<file path="config.mk">
export PLATFORM = sky130hd
export DESIGN_NAME = seg_display_ctrl
export DESIGN_NICKNAME = d
export VERILOG_FILES = /design/src/rtl/seg_display_ctrl.sv
export SDC_FILE = /design/constraint.sdc
export NUM_CORES = 1
export LEC_CHECK = 0
export CORE_ASPECT_RATIO = 1.4
export CORE_MARGIN = 2
export CORE_UTILIZATION = 49
export CTS_BUF_LIST = sky130_fd_sc_hd__clkbuf_8 sky130_fd_sc_hd__clkbuf_16
export DETAILED_ROUTE_END_ITERATION = 8
export PLACE_DENSITY = 0.85
export SETUP_SLACK_MARGIN = 0.3
export SYNTH_ARGS = -nofsm -noshare
export SYNTH_HDL_FRONTEND = slang
export SYNTH_SLANG_ARGS = --single-unit
export TNS_END_PERCENT = 10
</file>
<file path="constraint.sdc">
create_clock -name clk -period 2.8 [get_ports clk]
set_clock_uncertainty 0.1 [all_clocks]
set_input_delay 0.28 -clock clk [delete_from_list [all_inputs] [get_ports clk]]
set_output_delay 0.28 -clock clk [all_outputs]
set_load 0.02 [all_outputs]
</file>
<file path="src/rtl/seg_display_ctrl.sv">
// seg_display_ctrl: register-mapped four-digit seven-segment scanner with hex font decode.
module seg_display_ctrl #(
  parameter int REFRESH_DIV = 100000
) (
  input  logic        clk,
  input  logic        rst,
  input  logic [1:0]  regSel,
  input  logic        writeEnable,
  input  logic        readEnable,
  input  logic [31:0] writeData,
  output logic [31:0] readData,
  output logic [6:0]  seg,
  output logic [3:0]  an
);
  localparam int CW = $clog2(REFRESH_DIV);
  logic [15:0]   data;
  logic          en;
  logic [3:0]    mask;
  logic [CW-1:0] cnt;
  logic [1:0]    idx;
  logic [3:0]    nib;
  logic [6:0]    font;
  logic [31:0]   rd_mux;
  logic          tc;
  logic          show;
  logic          unused_wd;
  assign unused_wd = ^writeData[31:16];
  assign tc = cnt == CW'(REFRESH_DIV - 1);
  assign nib = data[idx*4 +: 4];
  assign show = en & mask[idx];
  assign rd_mux = regSel == 2'd0 ? {16'b0, data} :
                  regSel == 2'd1 ? {24'b0, mask, 3'b0, en} :
                  regSel == 2'd2 ? {29'b0, en, idx} : 32'b0;
  always_comb begin
    font = 7'h7F;
    case (nib)
      4'h0: font = 7'h40;
      4'h1: font = 7'h79;
      4'h2: font = 7'h24;
      4'h3: font = 7'h30;
      4'h4: font = 7'h19;
      4'h5: font = 7'h12;
      4'h6: font = 7'h02;
      4'h7: font = 7'h78;
      4'h8: font = 7'h00;
      4'h9: font = 7'h10;
      4'hA: font = 7'h08;
      4'hB: font = 7'h03;
      4'hC: font = 7'h46;
      4'hD: font = 7'h21;
      4'hE: font = 7'h06;
      4'hF: font = 7'h0E;
      default: font = 7'h7F;
    endcase
  end
  // seg/an are registered from pre-edge state, so a digit change lags the counter wrap by one cycle
  always_ff @(posedge clk or posedge rst) begin
    if (rst) begin
      data     <= '0;
      en       <= 1'b1;
      mask     <= 4'hF;
      cnt      <= '0;
      idx      <= '0;
      readData <= '0;
      seg      <= 7'h7F;
      an       <= 4'hF;
    end else begin
      cnt <= tc ? '0 : cnt + 1'b1;
      if (tc) idx <= idx + 2'd1;
      if (writeEnable && regSel == 2'd0) data <= writeData[15:0];
      if (writeEnable && regSel == 2'd1) begin
        en   <= writeData[0];
        mask <= writeData[7:4];
      end
      readData <= readEnable ? rd_mux : 32'b0;
      an       <= show ? ~(4'b1 << idx) : 4'hF;
      seg      <= show ? font : 7'h7F;
    end
  end
endmodule

</file>
Word-level counts from Yosys, hierarchy flattened
Memories as Yosys holds them, arrays and structs flattened.
Cells that the tools add are included.
{"block": "word_totals", "reg_bits": 67, "latch_bits": 0, "mem_bits_rw": 0, "rom_bits": 112, "in_bits": 38, "out_inout_bits": 43, "mem_count": 1}
{"memory": "(no name shown)", "depth": 16, "word_bits": 7, "read_ports": 1, "rd_clocked_by_memory_dff": 0, "wr": 0, "line": "36", "rtl": "case (nib)"}
{"block": "classes", "n_addsub": 2, "n_mul": 0, "n_div": 0, "magnitude_cmp": 1, "eq_ne": 3, "shifts": 2, "mux": 9, "bitwise_logic": 2, "n_reduce_logical": 3}
{"cell": "16-bit two-way mux", "count": 2}
{"cell": "17-bit by 1-bit adder with 17-bit output, second input constant", "count": 1}
{"cell": "17-bit equality test, second input constant", "count": 1}
{"cell": "17-bit two-way mux", "count": 1}
{"cell": "16-bit by 5-bit variable part select with 4-bit output", "count": 1}
{"cell": "8-bit two-way mux", "count": 1}
{"cell": "7-bit two-way mux", "count": 1}
{"cell": "4-bit two-way mux", "count": 1}
{"cell": "4-bit inverter", "count": 1}
{"cell": "1-bit by 2-bit left shift with 4-bit output, first input constant", "count": 1}
{"cell": "2-bit by 3-bit < comparator with 1-bit output, second input constant", "count": 1}
{"cell": "3-bit two-way mux", "count": 1}
{"cell": "2-bit by 1-bit adder with 2-bit output, second input constant", "count": 1}
{"cell": "1-bit binary-select mux with 2-bit select", "count": 1}
{"cell": "2-bit by 1-bit equality test with 1-bit output, second input constant", "count": 1}
{"cell": "2-bit equality test, second input constant", "count": 1}
{"cell": "1-bit logical AND", "count": 2}
{"cell": "2-bit zero test", "count": 1}
{"cell": "1-bit bitwise AND", "count": 1}
{"cell": "1-bit two-way mux", "count": 1}

Longest topological paths before layout
{"block": "depth", "depth_word": 5, "ltp_mapped": 7, "mapped_depth_nobuf": 6}

Worst setup path before layout
OpenSTA, ideal clock, no wires.
{"block": "synth_path", "path_kind": "reg-to-reg", "start": "register idx[1]", "end": "register seg[3]", "setup_ns": 0.077, "t_arrival_ns": 1.780, "required_ns": 2.623, "setup_slack_ns": 0.843, "path_stages_with_launch": 8, "path_buffers": 1, "period_less_slack_ns": 1.957, "cell_sequence": "dfrtp_1 > buf_2 > mux4_2 > inv_1 > ha_1 > mux2i_1 > and3_1 > a31oi_1"}
{"block": "synth_via", "elab_chain_cells": 4, "word_cells_on_any_way": 6}
{"item": "from (decl)", "line": "20", "rtl": "logic [1:0] idx;"}
{"item": "from (signal assigned)", "line": "69", "rtl": "if (tc) idx <= idx + 2'd1;"}
{"item": "branches (longest 3 deep; another with memory 16 x 7 bit)"}
{"item": "7-bit two-way mux *", "line": "77", "rtl": "seg <= show ? font : 7'h7F;"}
{"item": "to (signal assigned)", "line": "77"}
{"item": "to (decl)", "line": "12", "rtl": "output logic [6:0] seg,"}
Every way passes the cells marked *. The select of a mux whose other input is x is not followed.
A chain may end at the register's enable or synchronous reset.

Worst setup path in the final report
Same ends and word-level chain as after synthesis.

==> metrics.yaml <==
status: "finished clean"
grt_max_degree: 41
synth_enable_flop_cells: 0
cap_violations: 0
cts.path.max_buffers: 2
h-tree-depth: 3
grt_first_pass_wirelength_um: 9340
place_hpwl_um: 4060
post-cts-setup-buffers: 0
syn_inst: 251
period_share_pct: 81.3
setup_tns_ns: 0
min_period_ns: 2.28
synth_top_area_share_pct: 40.8
cts_tree: "done"
grt_overflow: 0
die_h_um: 98.5
crit_path_start_kind: "flip-flop"
syn_to_final_growth_pct: 21.5
max_freq_ghz: 0.439
hold_viol: 0
synth.yosys.warnings: 0
fillers: 509
p_leak_nw: 1.67
yosys_register_bits: 67
routedWlPerCell_um: 14.4
utilization_pct: 61.1
cts_resized: 0
drt_drc_violations_left: 0
initial_core_util_pct: 50.3
grt_pass1_vias: 1910
diodes: 0
whs_ns: 0.223
detail-route-antenna-nets: 0
wl_um: 5470
yosys.area.top_type: "dfrtp_1"
clk_pin_slew_ns: 0.08
core_um2: 6210
pin_count: 81
vias: 1929
ys.flop_type: "dfrtp_1"
viasPerCell: 5.09
cts_root_buffer: "clkbuf_8"
antenna_found_initial: 0
setup_violations: 0
synthTopCellsByArea: "dfrtp_1, dfstp_2, mux2_2, ha_1, buf_4"
synthDistinctLibCells: 38
power_density_nw_per_um2: 608
worstSetupPathType: "flip-flop to flip-flop"
gp_congestion: 0.821
drv_slew: 0
endpoint_kind: "flip-flop"
dieWidth_um: 71.5
first_pass_iters: 4
rsz0062_at_grt: "no"
worstSkewPairLatency_ns: 0.34
slew_headroom_pct: 61.6
drive_above_1_share_pct: 20.8
dieArea_um2: 7040
cts_hold_buf: 0
numCtsBuffers: 9
power.total_mw: 2.31
drtIter0Drc: 93
path_max_fanout: 9
nNetsFinal: 351
crit_arrival_ns: 2.43
yosysSeqAreaShare_pct: 54.3
hp-class: "input port to async pin"
gr-usage-all-layers_pct: 17.4
syn_area_um2: 3120
async_reset_ff_share_pct: 100
syn_area_per_cell_um2: 12.4
row_count: 34
port_buffers: 48
tightest_slew_ns: 0.575
crit_required_ns: 2.95
vdd_ir_drop_max_mv: 0.561
cts.sinks: 67
-- worst max-delay path, cell delays in order (launching register included) --
cell,delay [ns]
dfrtp_1,0.61
mux4_2,0.65
inv_1,0.15
ha_1,0.26
mux2i_1,0.10
and3_1,0.18
a31oi_1,0.14
-- per-layer routing --
metal	vias up	track usage, %	wire length, um
met5	-	0	0
met4	0	6.39	91
met3	8	5.01	173
met2	46	28.2	2900
met1	952	22.1	2300
li1	923	-	-
-- Yosys cell counts, drive strengths merged, types with 3 or more instances --
cell type / number
and2: 12
xor2: 8
nand2: 11
nand3: 6
and4: 4
a21oi: 4
dfstp: 16
clkbuf: 4
mux4: 5
mux2: 23
buf: 21
ha: 11
o21ai: 3
xnor2: 6
dfrtp: 51
nor2: 18
nand4: 5
mux2i: 9
inv: 9
o221ai: 4
nand2b: 4
-- flip-flops by register name (all words and copies together), names as in the netlist --
| name | flops |
|---|---|
| data | 16 |
| cnt | 17 |
| idx | 2 |
| seg | 7 |
| an | 4 |
| en | 1 |
| mask | 4 |
| readData | 16 |
-- path summary, 6_finish.rpt --
kind	start	endpoint	slack (ns)	cells past startpoint
max in group asynchronous	rst	mask[2]	1.70	3
hold / removal	rst	cnt[12]	0.22	2
min in group clk	cnt[0]	cnt[0]	0.38	1
hold reg to reg	cnt[0]	cnt[0]	0.38	1
setup reg to reg	idx[1]	seg[3]	0.52	6
setup / recovery	idx[1]	seg[3]	0.52	6
-- final cells by class --
| type | instances | area (um2) | area share [%] |
|---|---|---|---|
| multi-input combinational | 165 | 1280 | 33.7 |
| clock buffer | 12 | 165 | 4.35 |
| tap | 72 | 90.1 | 2.37 |
| inverter | 9 | 33.8 | 0.890 |
| sequential | 67 | 1700 | 44.7 |
| timing repair buffer | 50 | 508 | 13.4 |
| clock inverter | 4 | 25.0 | 0.659 |
-- power by group --
group / internal (mW) / switching [mW]
registers: 1.09 / 0.0541
logic: 0.214 / 0.222
clock network: 0.391 / 0.342
total: 1.69 / 0.618
-- kinds of logic after synthesis --
family	Yosys count	synth area share (%)
AND/OR/NAND/NOR	72	12.8
flip-flops	67	54.3
multiplexers	37	14.8
buffers and inverters	34	6.61
AO/OA/AOI/OAI	15	3.08
XOR/XNOR	14	3.92
adder cells (fa/ha/maj)	11	4.41
other	1	0.120
-- cell usage in the layout (no fill, tap or decap), types with 2 or more instances in the layout --
cell type	count
mux2_2	23
dfstp_2	16
nand2b_1	4
nand4_1	5
nand3_1	6
clkbuf_8	12
clkdlybuf4s50_1	48
ha_1	11
xor2_1	8
xnor2_1	6
nand2_1	11
dfrtp_1	51
conb_1	16
inv_1	9
and4_1	4
nor2_1	18
nor4b_1	2
o221ai_1	4
nor2b_1	2
and2_1	12
mux4_2	5
o21ai_0	2
a21oi_1	4
mux2i_1	9
o22ai_1	2
-- metrics by stage --
stage / setup WS [ns] / std cells / instance area (um2)
6_report: 0.524 / 379 / 3800
5_1_grt: 0.425 / 379 / 3800
4_1_cts: 0.516 / 379 / 3800
3_5_place_dp: 0.532 / 363 / 3610
3_3_place_gp: 0.640 / 363 / 3610
2_1_floorplan: 0.763 / 266 / 3180
Note: power is estimated with default switching activity, not from simulation.
